<file path="config.mk">
export PLATFORM = sky130hd
export DESIGN_NAME = fft_frame_sequencer
export DESIGN_NICKNAME = d
export VERILOG_FILES = /design/src/rtl/fft_frame_sequencer.sv
export SDC_FILE = /design/constraint.sdc
export NUM_CORES = 1
export LEC_CHECK = 0
export BUFFER_PORTS_ARGS = -buffer_cell sky130_fd_sc_hd__buf_2
export CAP_MARGIN = 30
export CORE_MARGIN = 1.5
export CORE_UTILIZATION = 35
export CTS_CLUSTER_DIAMETER = 60
export CTS_CLUSTER_SIZE = 24
export DETAILED_ROUTE_END_ITERATION = 16
export GPL_TIMING_DRIVEN = 1
export PLACE_DENSITY = 0.56
export SETUP_SLACK_MARGIN = 0.5
export SLEW_MARGIN = 10
export SYNTH_ARGS = -nofsm -noshare
export SYNTH_HDL_FRONTEND = slang
export SYNTH_SLANG_ARGS = --single-unit
export TNS_END_PERCENT = 20
</file>
<file path="constraint.sdc">
create_clock -name clk_i -period 1.6 [get_ports clk_i]
set_input_delay 0.24 -clock clk_i [delete_from_list [all_inputs] [get_ports clk_i]]
set_output_delay 0.24 -clock clk_i [all_outputs]
set_load 0.01 [all_outputs]
</file>
<file path="src/rtl/fft_frame_sequencer.sv">
// fft_frame_sequencer
//   Sequences one FFT frame: a bit-reversal reorder pass followed by
//   N_LOG2 butterfly passes. Ownership of the shared dual-port sample RAM is
//   handed to whichever engine is running. When no engine is running, the RAM
//   goes back to the display reader.
//
//   Optional feature: define WATCHDOG_EN to add a per-wait-state timeout.
//   Without it, the wait states wait indefinitely and err_o is tied low.
//
// Ports
//   clk_i           system clock, rising edge
//   reset_n_i       asynchronous active-low reset
//   start_i         frame request, sampled only while idle
//   abort_i         synchronous abort back to idle from any state
//   bitrev_start_o  1-cycle kick to the bit-reversal unit
//   bitrev_tc_i     terminal count from the bit-reversal unit
//   bf_start_o      1-cycle kick to the butterfly engine
//   bf_stage_o      current butterfly pass index, 0..N_LOG2-1
//   bf_tc_i         terminal count from the butterfly engine
//   ram_owner_o     RAM mux select: 00 display, 01 bit-reversal, 10 butterfly
//   busy_o          high in every state except idle
//   done_o          1-cycle pulse when a frame completes
//   frame_cnt_o     completed-frame counter, wraps 255 -> 0
//   err_o           sticky watchdog error
module fft_frame_sequencer #(
    parameter int N_LOG2  = 10,
    parameter int STAGE_W = 4,
    parameter int TIMEOUT = 4096
) (
    input  logic               clk_i,
    input  logic               reset_n_i,
    input  logic               start_i,
    input  logic               abort_i,
    output logic               bitrev_start_o,
    input  logic               bitrev_tc_i,
    output logic               bf_start_o,
    output logic [STAGE_W-1:0] bf_stage_o,
    input  logic               bf_tc_i,
    output logic [1:0]         ram_owner_o,
    output logic               busy_o,
    output logic               done_o,
    output logic [7:0]         frame_cnt_o,
    output logic               err_o
);

    localparam logic [STAGE_W-1:0] LAST_STAGE  = STAGE_W'(N_LOG2 - 1);
    localparam logic [1:0]         OWN_DISPLAY = 2'b00;
    localparam logic [1:0]         OWN_BITREV  = 2'b01;
    localparam logic [1:0]         OWN_BFLY    = 2'b10;

    typedef enum logic [2:0] {
        S_IDLE,
        S_BR_GO,
        S_BR_WAIT,
        S_BF_GO,
        S_BF_WAIT,
        S_DONE
    } state_t;

    state_t             state_q, state_d;
    logic [STAGE_W-1:0] stage_q, stage_d;
    logic [7:0]         frame_cnt_q, frame_cnt_d;

    // Registered Moore outputs, decoded from the next state so that they
    // line up with the state they describe.
    logic               bitrev_start_q, bitrev_start_d;
    logic               bf_start_q, bf_start_d;
    logic               done_q, done_d;
    logic               busy_q, busy_d;
    logic [1:0]         ram_owner_q, ram_owner_d;

`ifdef WATCHDOG_EN
    localparam int             WD_W    = (TIMEOUT > 1) ? $clog2(TIMEOUT) : 1;
    localparam logic [WD_W-1:0] WD_LAST = WD_W'(TIMEOUT - 1);

    logic            err_q, err_d;
    logic [WD_W-1:0] wd_q, wd_d;
    logic            wd_expired;
`else
    // TIMEOUT only matters when the watchdog is built in.
    logic            unused_timeout;
    assign unused_timeout = ^TIMEOUT;
`endif

    // Next-state logic
    always_comb begin
        state_d     = state_q;
        stage_d     = stage_q;
        frame_cnt_d = frame_cnt_q;
`ifdef WATCHDOG_EN
        err_d       = err_q;
        wd_expired  = 1'b0;
`endif

        case (state_q)
            S_IDLE: begin
                if (start_i && !abort_i) begin
                    state_d = S_BR_GO;
`ifdef WATCHDOG_EN
                    err_d   = 1'b0;
`endif
                end
            end
            S_BR_GO: begin
                state_d = S_BR_WAIT;
            end
            S_BR_WAIT: begin
                if (bitrev_tc_i) begin
                    stage_d = '0;
                    state_d = S_BF_GO;
                end
            end
            S_BF_GO: begin
                state_d = S_BF_WAIT;
            end
            S_BF_WAIT: begin
                if (bf_tc_i) begin
                    if (stage_q == LAST_STAGE) begin
                        state_d = S_DONE;
                    end else begin
                        stage_d = stage_q + 1'b1;
                        state_d = S_BF_GO;
                    end
                end
            end
            S_DONE: begin
                frame_cnt_d = frame_cnt_q + 8'd1;
                state_d     = S_IDLE;
            end
            default: begin
                state_d = S_IDLE;
            end
        endcase

`ifdef WATCHDOG_EN
        // A terminal count arriving in the last allowed cycle still wins.
        wd_expired = (wd_q == WD_LAST) &&
                     (((state_q == S_BR_WAIT) && !bitrev_tc_i) ||
                      ((state_q == S_BF_WAIT) && !bf_tc_i));
        if (wd_expired) begin
            state_d = S_IDLE;
            stage_d = '0;
            err_d   = 1'b1;
        end
`endif

        // Abort overrides everything, including a same-cycle terminal count.
        if (abort_i && (state_q != S_IDLE)) begin
            state_d     = S_IDLE;
            stage_d     = '0;
            frame_cnt_d = frame_cnt_q;
`ifdef WATCHDOG_EN
            err_d       = err_q;
`endif
        end
    end

`ifdef WATCHDOG_EN
    // The counter runs only while the FSM stays in a wait state. Any state
    // change, including entry to a wait state, restarts it from zero.
    always_comb begin
        wd_d = '0;
        if ((state_d == state_q) &&
            ((state_q == S_BR_WAIT) || (state_q == S_BF_WAIT))) begin
            wd_d = wd_q + 1'b1;
        end
    end
`endif

    // Output decode
    always_comb begin
        bitrev_start_d = (state_d == S_BR_GO);
        bf_start_d     = (state_d == S_BF_GO);
        done_d         = (state_d == S_DONE);
        busy_d         = (state_d != S_IDLE);
        case (state_d)
            S_BR_GO, S_BR_WAIT: ram_owner_d = OWN_BITREV;
            S_BF_GO, S_BF_WAIT: ram_owner_d = OWN_BFLY;
            default:            ram_owner_d = OWN_DISPLAY;
        endcase
    end

    always_ff @(posedge clk_i or negedge reset_n_i) begin
        if (!reset_n_i) begin
            state_q        <= S_IDLE;
            stage_q        <= '0;
            frame_cnt_q    <= '0;
            bitrev_start_q <= 1'b0;
            bf_start_q     <= 1'b0;
            done_q         <= 1'b0;
            busy_q         <= 1'b0;
            ram_owner_q    <= OWN_DISPLAY;
        end else begin
            state_q        <= state_d;
            stage_q        <= stage_d;
            frame_cnt_q    <= frame_cnt_d;
            bitrev_start_q <= bitrev_start_d;
            bf_start_q     <= bf_start_d;
            done_q         <= done_d;
            busy_q         <= busy_d;
            ram_owner_q    <= ram_owner_d;
        end
    end

`ifdef WATCHDOG_EN
    always_ff @(posedge clk_i or negedge reset_n_i) begin
        if (!reset_n_i) begin
            err_q <= 1'b0;
            wd_q  <= '0;
        end else begin
            err_q <= err_d;
            wd_q  <= wd_d;
        end
    end

    assign err_o = err_q;
`else
    assign err_o = 1'b0;
`endif

    assign bitrev_start_o = bitrev_start_q;
    assign bf_start_o     = bf_start_q;
    assign bf_stage_o     = stage_q;
    assign ram_owner_o    = ram_owner_q;
    assign busy_o         = busy_q;
    assign done_o         = done_q;
    assign frame_cnt_o    = frame_cnt_q;

endmodule

</file>
# Word-level counts from Yosys, hierarchy flattened
# Index checks and enable logic that the tools add are counted.
# totals
input_bits,6
out_inout_bits,19
word_cells,48
ff_bits,21
# op_classes
n_mux,12
eq_ne,14
n_addsub,2
bitwise_logic,1
reduce_logical,11
# op_table
op,count
$mux 4,4
$mux 3,5
$pmux 3 s5,1
$eq 3x2->1 const B,4
$eq 3x3->1 const B,4
$ne 3x3->1 const B,3
$reduce_bool 3->1,3
$add 8x1->8 const B,1
$pmux 4 s2,1
$eq 3x1->1 const B,2
$add 4x1->4 const B,1
$eq 4x4->1 const B,1
$pmux 2 s2,1
$reduce_and 4->1,1
$reduce_or 2->1,2
$logic_not 3->1,1
$logic_and 1x1->1,2
$reduce_and 2->1,1
$logic_not 1->1,1
$not 1->1,1

# Longest topological paths before layout
# Gate-level depths: netlist (run 1).
# logic_depth
ltp_word,8
ltp_mapped,7
mapped_depth_nobuf,7

# Worst setup path after synthesis (run 1)
# No wires, ideal clock.
# synth_path
path_type,reg2reg
start,"register stage_q[0], in the netlist bf_stage_o[0]"
end,"register stage_q[0], in the netlist bf_stage_o[0]"
path_buffers,0
required_time_ns,1.535
slack_ns,0.002
path_stages_with_launch,6
period_less_slack_ns,1.598
setup_time_ns,0.065
arrival_ns,1.533
cell_sequence,dfrtp_1 > ha_1 > and3b_1 > or4_1 > a21oi_1 > o22a_1
# synth_via
elab_chain_len,5
elab_cells_between_ends,8
cone_classes,add/sub: 1; eq/ne: 2; mux: 4; reduce/logical: 1
# synth_lines
element,line_no,source
"start, declared",61,"logic [STAGE_W-1:0] stage_q, stage_d;"
"start signal, assigned",195,stage_q <= stage_d;
$add 4x1->4,121,stage_d = stage_q + 1'b1;
$mux 4,118,if (stage_q == LAST_STAGE) begin
$mux 4,117,if (bf_tc_i) begin
$pmux 4 s2,95,case (state_q)
$mux 4,148,if (abort_i && (state_q != S_IDLE)) begin
# Several ways; a longest one is shown, not always the timed one. The select of a mux whose other input is x is not followed.
# A chain may end at the register's enable or synchronous reset.

# Worst setup path in the final report (run 1)
# layout_path
start,register state_q[2]
end,"register ram_owner_q[0], in the netlist ram_owner_o[0]"
# layout_via
elab_chain_len,6
elab_cells_between_ends,19
cone_classes,eq/ne: 8; mux: 6; reduce/logical: 5
# layout_lines
element,line_no,source
"start, declared",60,"state_t state_q, state_d;"
"start signal, assigned",194,state_q <= state_d;
"$eq 3x3->1, or another cell as far along",95,
$pmux 3 s5 / $logic_and 1x1->1 (equally long branches),"95, 148",
$mux 3 *,148,
"$eq 3x2->1, or another cell as far along",176,case (state_d)
$reduce_or 2->1,176,
$pmux 2 s2 *,176,
net ram_owner_d[0],70,"logic [1:0] ram_owner_q, ram_owner_d;"
"end signal, assigned",201,ram_owner_q <= ram_owner_d;
"end, declared",70,
# The timed path passes the listed nets; every way through them passes the cells marked *.

==> results.toml, run 1 <==
[hold_path]
whs_path_depth = 2
holdPathEnd = "bitrev_start_o"
min_from = "start_i"
min_path_type = "in2reg"

[yosys]
async_flop_share = 1.00
synth_flop_cell = "dfrtp_1"
synth_seq_cells = 21
synth_edf_count = 0
yosysMostFrequentCell = "dfrtp_1"
syn_inst = 104
synth_nets = 113
synthDistinctLibCells = 44
syn_area_per_cell_sq_um = 10.7
synth_top_area_share = 0.472
synth_largest_area_cell = "dfrtp_1"
syn-cell-area_sq_mm = 0.00111
yosysSeqAreaShare = 0.472
ys_top_cells_by_count = "dfrtp_1 (21), nor2_1 (9), nand2_1 (6)"
yosysWarnings = 0
synth.area.top_cells = "dfrtp_1 (47%), xnor2_1 (3.9%), ha_1 (3.4%)"

[route]
drc = 0
wire_per_inst_um = 12.3
dr.pass1.iters = 4
ant_nets = 0
drt-total-wl_um = 2260
viasPerCell = 4.74
num_vias = 872
drt-initial-drc-count = 23

[timing]
drv_slew = 0
hold_viol = 0
rsz0062_at_grt = "yes"
clock_skew_ns = 0.00469
timing.final.crit_period_ns = 1.57
max_freq_mhz = 637
final.setup.tns_ns = 0
fin_crit_sh = 0.981
finalWorstSetupSlack_ns = 0.0305
setup_viol = 0

[die]
top_level_ports = 25
die_h_um = 59.4
initial_core_util = 0.368
die_area_sq_mm = 0.00353
fp.coreArea_sq_mm = 0.00303
die_w_um = 59.4
row_count = 20

[clock_network]
cts_root_buf = "clkbuf_4"
cts_buffers = 3
worstSkewPairLatency_ns = 0.30
cts_tree = "built"
clockBufferDepth = 2
postCtsSetupBuffers = 0
clk_pin_slew_ns = 0.12
clock_sinks = 21
ctsHtreeMaxLevel = 1

[power]
switchingPower_uw = 637
leakagePower_nw = 0.729
p_seq_frac = 0.383
p_per_area_mw_per_mm2 = 1230
sw_frac_of_total = 0.358
peakVddDrop_mv = 0.996
p_int_mw = 1.14
power.share.combinational = 0.474
power.share.clock = 0.143

[critical_path]
cp.required_ns = 1.82
crit_path_start_kind = "flip-flop"
timing.rr.end = "ram_owner_o[0]"
crit_path_end_kind = "flip-flop"
path_class = "reg2reg"
rrSetupSlack_ns = 0.03
arrival_ns = 1.79
ff2ff_path_depth = 5
worst-path-max-fanout = 8
r2r-start = "state_q[2]"

[placement]
place_ws_ns = 0.0255
routabilityCongestion = 0.779
place_hpwl_um = 1730
portBuffers = 23

[status]
status = "finished, final reports clean"

[run]
cap_violations = 0

[global_routing]
grt.busiest_layer = "met2"
grt_pass1_vias = 830
antenna_found_initial = 0
grt_pass1_wl_um = 3760
grt_max_degree = 22
grt.total_usage = 0.140
met3_usage = 0.0415
grt_use_met2 = 0.220
grt.overflow.total = 0
use_met1 = 0.190

[layout]
antenna_cells = 0
layout-drive-gt1-share = 0.400
area_growth_pct = 29.7
fill_cells = 297
fin_nets = 150
## cell usage in the layout, fill, tap and decap left out, types with 2 or more instances in the layout
master / netlist / layout
nor2b_1: 2 / 2
nand4_1: 2 / 2
buf_4: 2 / 9
xnor2_1: 5 / 5
nand3_1: 5 / 5
dfrtp_1: 21 / 20
o21bai_1: 2 / 2
clkbuf_4: 0 / 3
ha_1: 3 / 2
and4bb_1: 2 / 2
a211oi_2: 2 / 2
xor2_1: 2 / 2
buf_6: 0 / 4
o2bb2ai_1: 3 / 2
nand2_1: 6 / 6
nor3b_2: 1 / 2
inv_1: 4 / 4
nor2_1: 9 / 9
and2_1: 3 / 2
a21oi_2: 1 / 2
buf_2: 2 / 22
## registers in the layout, summed over array words and instances, names as in the netlist
signal and flops:
state_q 3, bitrev_start_o 1, ram_owner_o 2, done_o 1, bf_start_o 1, busy_o 1, bf_stage_o 4, frame_cnt_o 8
## how the worst max path moves through the flow
stage                       start             end  slack (ns)  depth (start not counted)
floorplan           bf_stage_o[1]   bf_stage_o[0]        0.05                          6
global placement       state_q[2]  ram_owner_o[0]        0.04                          5
detailed placement     state_q[0]   bf_stage_o[3]        0.03                          5
CTS                    state_q[2]  ram_owner_o[0]        0.02                          5
global route           state_q[2]  ram_owner_o[0]       -0.07                          5
finish                 state_q[2]  ram_owner_o[0]        0.03                          5
## kinds of logic after synthesis
logic type,share of synthesized area
and+or+nand+nor,0.252
DFF,0.472
AOI/OAI and AO/OA,0.135
buffers and inverters,0.0393
xor gates and xnor gates,0.0551
adders and majority gates,0.0337
other,0.00337
muxes,0.0101
## worst max-delay path: stages (launching register included)
cell and delay [ns]:
dfrtp_1 0.44, buf_4 0.18, nor2b_1 0.14, o21ba_1 0.20, or3_1 0.36, a211oi_2 0.18
## area by class of cell
| class | instances | area, sq um | share of cell area |
|---|---|---|---|
| clock buffers | 4 | 26.3 | 0.0182 |
| inverters | 5 | 18.8 | 0.0130 |
| multi-input cells | 74 | 584 | 0.405 |
| flip-flops and latches | 21 | 527 | 0.365 |
| well taps | 44 | 55.1 | 0.0381 |
| repair buffers | 36 | 233 | 0.161 |
## power by group through the flow
stage	registers, mW	clock network [mW]	logic [mW]
4_1_cts	0.680	0.271	0.821
2_1_floorplan	0.726	0	0.491
3_3_place_gp	0.685	0	0.782
6_report	0.681	0.255	0.842
5_1_grt	0.692	0.291	0.938
3_5_place_dp	0.687	0	0.790
## stage by stage
stage	cells	total power [mW]	instance area, sq um	utilization	hold WS [ns]
5_1_grt	184	1.92	1440	0.477	0.154
3_5_place_dp	179	1.48	1370	0.451	0.228
3_3_place_gp	179	1.47	1370	0.451	0.235
6_report	184	1.78	1440	0.477	0.176
2_1_floorplan	104	1.22	1140	-	-0.0556
4_1_cts	184	1.77	1410	0.466	0.158
## repair_timing
item                                    CTS  global route
pin swaps                                 2             6
endpoints found under the hold margin    21             0
hold buffers                              1             0
endpoints found under the setup margin   32            33
resized for setup                         4             7
## routing by layer
metal / wire [um] / part of all wire
met4: 10 / 0.0044
met5: 0 / 0
met2: 1080 / 0.48
met1: 1080 / 0.48
met3: 89 / 0.039
(Power assumes the default switching activity.)
==> inputs of run 2 (changes only) <==
--- a/config.mk
+++ b/config.mk
@@ -9,11 +9,11 @@
 export CAP_MARGIN = 30
 export CORE_MARGIN = 1.5
 export CORE_UTILIZATION = 35
+export CTS_BUF_LIST = sky130_fd_sc_hd__clkbuf_8
 export CTS_CLUSTER_DIAMETER = 60
 export CTS_CLUSTER_SIZE = 24
 export DETAILED_ROUTE_END_ITERATION = 16
 export GPL_TIMING_DRIVEN = 1
-export PLACE_DENSITY = 0.56
 export SETUP_SLACK_MARGIN = 0.5
 export SLEW_MARGIN = 10
 export SYNTH_ARGS = -nofsm -noshare
==> run 2 against run 1 <==
Effect of this change:
- the run now ends with negative setup slack left
- worst setup slack lost 0.043 ns
- sequential power increased by 1%
- flip-flop and latch count did not move
- wire length up 5.4%
- cell count up 1.6%
- largest cell class unchanged
- largest power group unchanged
==> results.toml, run 2 (synthesis gave the netlist of run 1 again) <==
[layout]
final_cell_mix = "buf_2 (22), dfrtp_1 (20), buf_4 (10), nor2_1 (9)"
finalNonFillerCells = 187
layout-drive-gt1-share = 0.441
final_common_cell = "buf_2"
area_growth_pct = 36.3
final_util = 0.501
multi_input_area_sq_um = 608
fill_cells = 285
seq_area_sq_um = 527
antenna_cells = 0
largest_register_ffs = 8
fin_nets = 153
stdcell_area_sq_mm = 0.00152

[global_routing]
grt.overflow.total = 0
antenna_found_initial = 0
grt_pass1_wl_um = 3970
grt_pass1_vias = 863
grt_max_degree = 22
grt.total_usage = 0.150

[critical_path]
cp.required_ns = 1.81
path_class = "reg2reg"
worst-path-max-fanout = 3
crit_path_end_kind = "flip-flop"
arrival_ns = 1.82
crit_path_start_kind = "flip-flop"

[timing]
fin_crit_sh = 1.01
max_freq_mhz = 620
timing.final.crit_period_ns = 1.61
drv_slew = 0
clock_skew_ns = 0.00447
hold_viol = 0
rsz0062_at_grt = "yes"
setup_viol = 1
finalWorstSetupSlack_ns = -0.0126

[clock_network]
clockBufferDepth = 2
cts_tree = "built"
clock_sinks = 21
cts_buffers = 3
worstSkewPairLatency_ns = 0.26
ctsHtreeMaxLevel = 1
cts_root_buf = "clkbuf_8"
clk_pin_slew_ns = 0.08

[die]
die_area_sq_mm = 0.00353
fp.coreArea_sq_mm = 0.00303
top_level_ports = 25
row_count = 20
initial_core_util = 0.368
die_h_um = 59.4
die_w_um = 59.4

[power]
leakagePower_nw = 0.752
p_per_area_mw_per_mm2 = 1300
design_power_total_mw = 1.97
peakVddDrop_mv = 0.611

[placement]
routabilityCongestion = 0.745
placed_area_sq_mm = 0.00136
dp.cells = 178
place_hpwl_um = 1720
portBuffers = 23

[route]
num_vias = 889
wire_per_inst_um = 12.7
drc = 0
ant_nets = 0
drt-total-wl_um = 2380
dr.pass1.iters = 4
viasPerCell = 4.75
drt-initial-drc-count = 15

[run]
cap_violations = 0

[status]
status = "finished with violations"
violations = "negative setup slack"

[hold_path]
min_path_type = "in2reg"
==> run 2: layout make-up <==
type	instances	share of cell area
Inverter	5	0.0124
Sequential cell	21	0.347
Timing Repair Buffer	39	0.173
Clock buffer	3	0.0272
Tap cell	44	0.0363
Multi-Input combinational cell	74	0.401
Clock inverter	1	0.00330
==> run 2: critical path, stage by stage (launching register included) <==
cell,delay [ns]
dfrtp_1,0.42
or4b_4,0.57
or3_4,0.38
a21oi_2,0.10
a211o_1,0.10
==> run 2: path summary, 6_finish.rpt <==
kind,startpoint,to,slack (ns),depth (start not counted)
worst max-delay path,state_q[0],bf_stage_o[3],-0.01,4
worst min-delay path,start_i,bitrev_start_o,0.22,2
worst max register to register,state_q[0],bf_stage_o[3],-0.01,4
worst min register to register,frame_cnt_o[7],frame_cnt_o[7],0.47,1
max in group asynchronous,reset_n_i,bf_stage_o[0],0.77,2
min in group asynchronous,reset_n_i,bf_stage_o[3],0.47,2
==> run 2: metrics by stage <==
step / setup TNS (ns) / setup slack, ns / hold WS, ns
after floorplan: 0 / 0.0498 / -0.0556
after global placement: 0 / 0.0342 / 0.226
after detailed placement: 0 / 0.00703 / 0.238
after CTS: 0 / 0.00977 / 0.216
after global routing: -0.164 / -0.0787 / 0.221
final: -0.0126 / -0.0126 / 0.216
==> run 2: repair_timing <==
item | 4_1_cts | 5_1_grt
endpoints found under the hold margin | 21 | 0
gates resized for setup | 1 | 18
cloned | 0 | 1
pin swaps | 4 | 12
setup buffers | 1 | 2
hold buffers | 1 | 0
endpoints found under the setup margin | 23 | 31
==> run 2: per-layer routing <==
metal / GRT usage / routed length, um
met1: 0.203 / 1100
met2: 0.231 / 1160
met3: 0.0371 / 89
met4: 0.0584 / 35
met5: 0 / 0
==> run 2: power by group <==
| part | switching, mW | total, mW | internal (mW) | leakage (nW) |
|---|---|---|---|---|
| sequential | 0.0587 | 0.690 | 0.631 | 0.284 |
| clock | 0.183 | 0.357 | 0.174 | 0.0255 |
| combinational | 0.455 | 0.923 | 0.469 | 0.443 |
| total | 0.696 | 1.97 | 1.27 | 0.752 |
==> inputs of run 3 (changes only) <==
--- a/config.mk
+++ b/config.mk
@@ -5,6 +5,7 @@
 export SDC_FILE = /design/constraint.sdc
 export NUM_CORES = 1
 export LEC_CHECK = 0
+export ABC_AREA = 1
 export BUFFER_PORTS_ARGS = -buffer_cell sky130_fd_sc_hd__buf_2
 export CAP_MARGIN = 30
 export CORE_MARGIN = 1.5
==> run 3 against run 2 <==
Effect of this change:
- the flow now finishes without violations
- synthesized cell count rose by 14%
- power rose by 4.1%
- maximum frequency rose by 25%
- wire length fell by 8.2%
- flip-flop and latch count did not move
- sequential share of layout area rose by 1.5 points
- worst hold slack improved by 0.043 ns
- die area rose by 1.1%
- area after synthesis rose by 1.1%
- clock skew rose by 0.00062 ns
- critical path depth rose by 4
- critical path type unchanged
==> results.toml, run 3 <==
[status]
status = "finished, final reports clean"

[timing]
final.setup.tns_ns = 0
setup_viol = 0
clock_skew_ns = 0.00510
max_freq_mhz = 774
timing.final.crit_period_ns = 1.29
fin_crit_sh = 0.807
finalHoldWorstSlack_ns = 0.259
hold_viol = 0
rsz0062_at_grt = "yes"
drv_slew = 0

[global_routing]
grt_pass1_vias = 821
grt_max_degree = 22
grt.overflow.total = 0
antenna_found_initial = 0
grt_pass1_wl_um = 3580
grt.total_usage = 0.135

[layout]
fin_nets = 165
area_growth_pct = 29.8
antenna_cells = 0
largest_register_ffs = 8
layout-drive-gt1-share = 0.484
final_cell_mix = "buf_2 (23), dfrtp_1 (18), nand2_1 (15), inv_1 (14), nand3_1 (10)"
final_common_cell = "buf_2"

[critical_path]
arrival_ns = 1.44
ff2ff_path_depth = 8
r2r-start = "state_q[1]"
crit_path_start_kind = "flip-flop"
timing.rr.end = "bf_stage_o[2]"
cp.required_ns = 1.75
path_class = "reg2reg"
crit_start = "state_q[1]"
worst-path-max-fanout = 5
crit_path_end_kind = "flip-flop"
rrSetupSlack_ns = 0.31

[placement]
routabilityCongestion = 0.814
portBuffers = 23
place_hpwl_um = 1540

[yosys]
synth_edf_count = 0
synth_nets = 128
synth_top_area_share = 0.467
syn_inst = 119
synth_largest_area_cell = "dfrtp_1"
synth.area.top_cells = "dfrtp_1 (47%), nand2_2 (5.6%), xor2_1 (5.4%)"
synthXorXnorAreaFrac = 0.0700
async_flop_share = 1.00
synthMuxAreaShare = 0
yosysWarnings = 0
synth_seq_cells = 21
yosysSeqAreaShare = 0.467
yosys.area_share.simple = 0.286
synth_flop_cell = "dfrtp_1"
synth_top_family_by_area = "simple AND/OR/NAND/NOR gates"
ys_top_cells_by_count = "dfrtp_1 (21), nand2_1 (16), inv_1 (15)"
syn-cell-area_sq_mm = 0.00113
yosysMostFrequentCell = "dfrtp_1"
synth_compound_area_frac = 0.0578
synth_fa_ha_area_frac = 0.0333
synthDistinctLibCells = 29
syn_area_per_cell_sq_um = 9.46

[power]
power.share.combinational = 0.471
p_int_mw = 1.19
p_per_area_mw_per_mm2 = 1400
peakVddDrop_mv = 0.916
p_seq_frac = 0.364
leakagePower_nw = 0.804
power.share.clock = 0.165
design_power_total_mw = 2.05
sw_frac_of_total = 0.420
switchingPower_uw = 861

[hold_path]
min_from = "start_i"
whs_path_depth = 3
holdPathEnd = "bitrev_start_o"
min_path_type = "in2reg"

[route]
ant_nets = 0
drt-total-wl_um = 2190
viasPerCell = 4.43
dr.pass1.iters = 4
drc = 0
drt-initial-drc-count = 24
wire_per_inst_um = 11.0
num_vias = 882

[die]
die_h_um = 59.7
fp.coreArea_sq_mm = 0.00305
top_level_ports = 25
initial_core_util = 0.369
die_w_um = 59.7
die_area_sq_mm = 0.00357
row_count = 20

[clock_network]
ctsHtreeMaxLevel = 1
clock_sinks = 21
cts_buffers = 3
clk_pin_slew_ns = 0.08
cts_root_buf = "clkbuf_8"
clockBufferDepth = 2
cts_tree = "built"
worstSkewPairLatency_ns = 0.26

[run]
cap_violations = 0
==> run 3: changes by cell type after synthesis, moves of 5 or more <==
| cell | previous run | this run |
|---|---|---|
| inv_1 | 4 | 15 |
| nand2_1 | 6 | 16 |
| nand2_2 | 0 | 10 |
| nand3_1 | 5 | 11 |
| nor2_1 | 9 | 3 |
| xor2_1 | 2 | 7 |
==> run 3: how the worst max path moves through the flow <==
stage / to / slack, ns / cells after the start
floorplan: busy_o / 0.34 / 9
global placement: busy_o / 0.27 / 9
detailed placement: busy_o / 0.27 / 9
CTS: bf_stage_o[3] / 0.32 / 8
global route: bf_stage_o[2] / 0.22 / 9
finish: bf_stage_o[2] / 0.31 / 8
==> run 3: through the flow <==
step                worst slack (ns)  area [sq um]   util  cells
floorplan                      0.342          1140      -    119
global placement               0.273          1300  0.425    185
detailed placement             0.269          1300  0.425    185
CTS                            0.322          1440  0.470    198
global route                   0.221          1460  0.479    199
finish                         0.309          1460  0.479    199
==> run 3: cell type report <==
class	count	area (sq um)
inverter	21	86.3
clock buffer	3	41.3
tap	44	55.1
timing repair buffer	33	193
sequential	21	529
fill	313	1590
clock inverter	1	3.75
multi-input combinational	76	553
==> run 3: repair_timing <==
| action | 4_1_cts | 5_1_grt |
|---|---|---|
| hold buffers | 1 | 0 |
| gates resized for setup | 7 | 5 |
| setup endpoints to repair | 20 | 25 |
| pin swaps | 8 | 2 |
| gates cloned | 0 | 0 |
| setup buffers | 8 | 1 |
| endpoints found under the hold margin | 21 | 0 |
==> run 3: logic make-up (layout without fill, tap and decap cells) <==
logic type               count (synthesis)  after routing
AND/OR/NAND/NOR                         55             55
AO/OA/AOI/OAI                            8              8
buffers and inverters                   22             58
adder cells (fa/ha/maj)                  3              3
other                                    1              1
flip-flops                              21             21
XOR/XNOR                                 9              9
==> run 3: layer usage <==
metal	part of all wire	global-route usage	wire length, um
met2	0.50	0.230	1100
met1	0.43	0.165	941
met5	0	0	0
met3	0.056	0.0390	123
met4	0.012	0.0381	27
==> run 3: critical path, cell delays in order (launching register included) <==
cell and delay, ns:
dfrtp_2 0.46, nor2_4 0.18, nand2_2 0.11, nand2_1 0.14
nand2_4 0.07, nand2_4 0.08, inv_4 0.05, nand2_2 0.05
o21ai_2 0.05
==> run 3: power by group through the flow <==
stage | Clock, mW | Sequential (mW) | Combinational, mW
2_1_floorplan | 0 | 0.781 | 0.592
5_1_grt | 0.372 | 0.763 | 1.06
4_1_cts | 0.352 | 0.749 | 0.922
3_3_place_gp | 0 | 0.750 | 0.806
3_5_place_dp | 0 | 0.755 | 0.817
6_report | 0.339 | 0.746 | 0.966
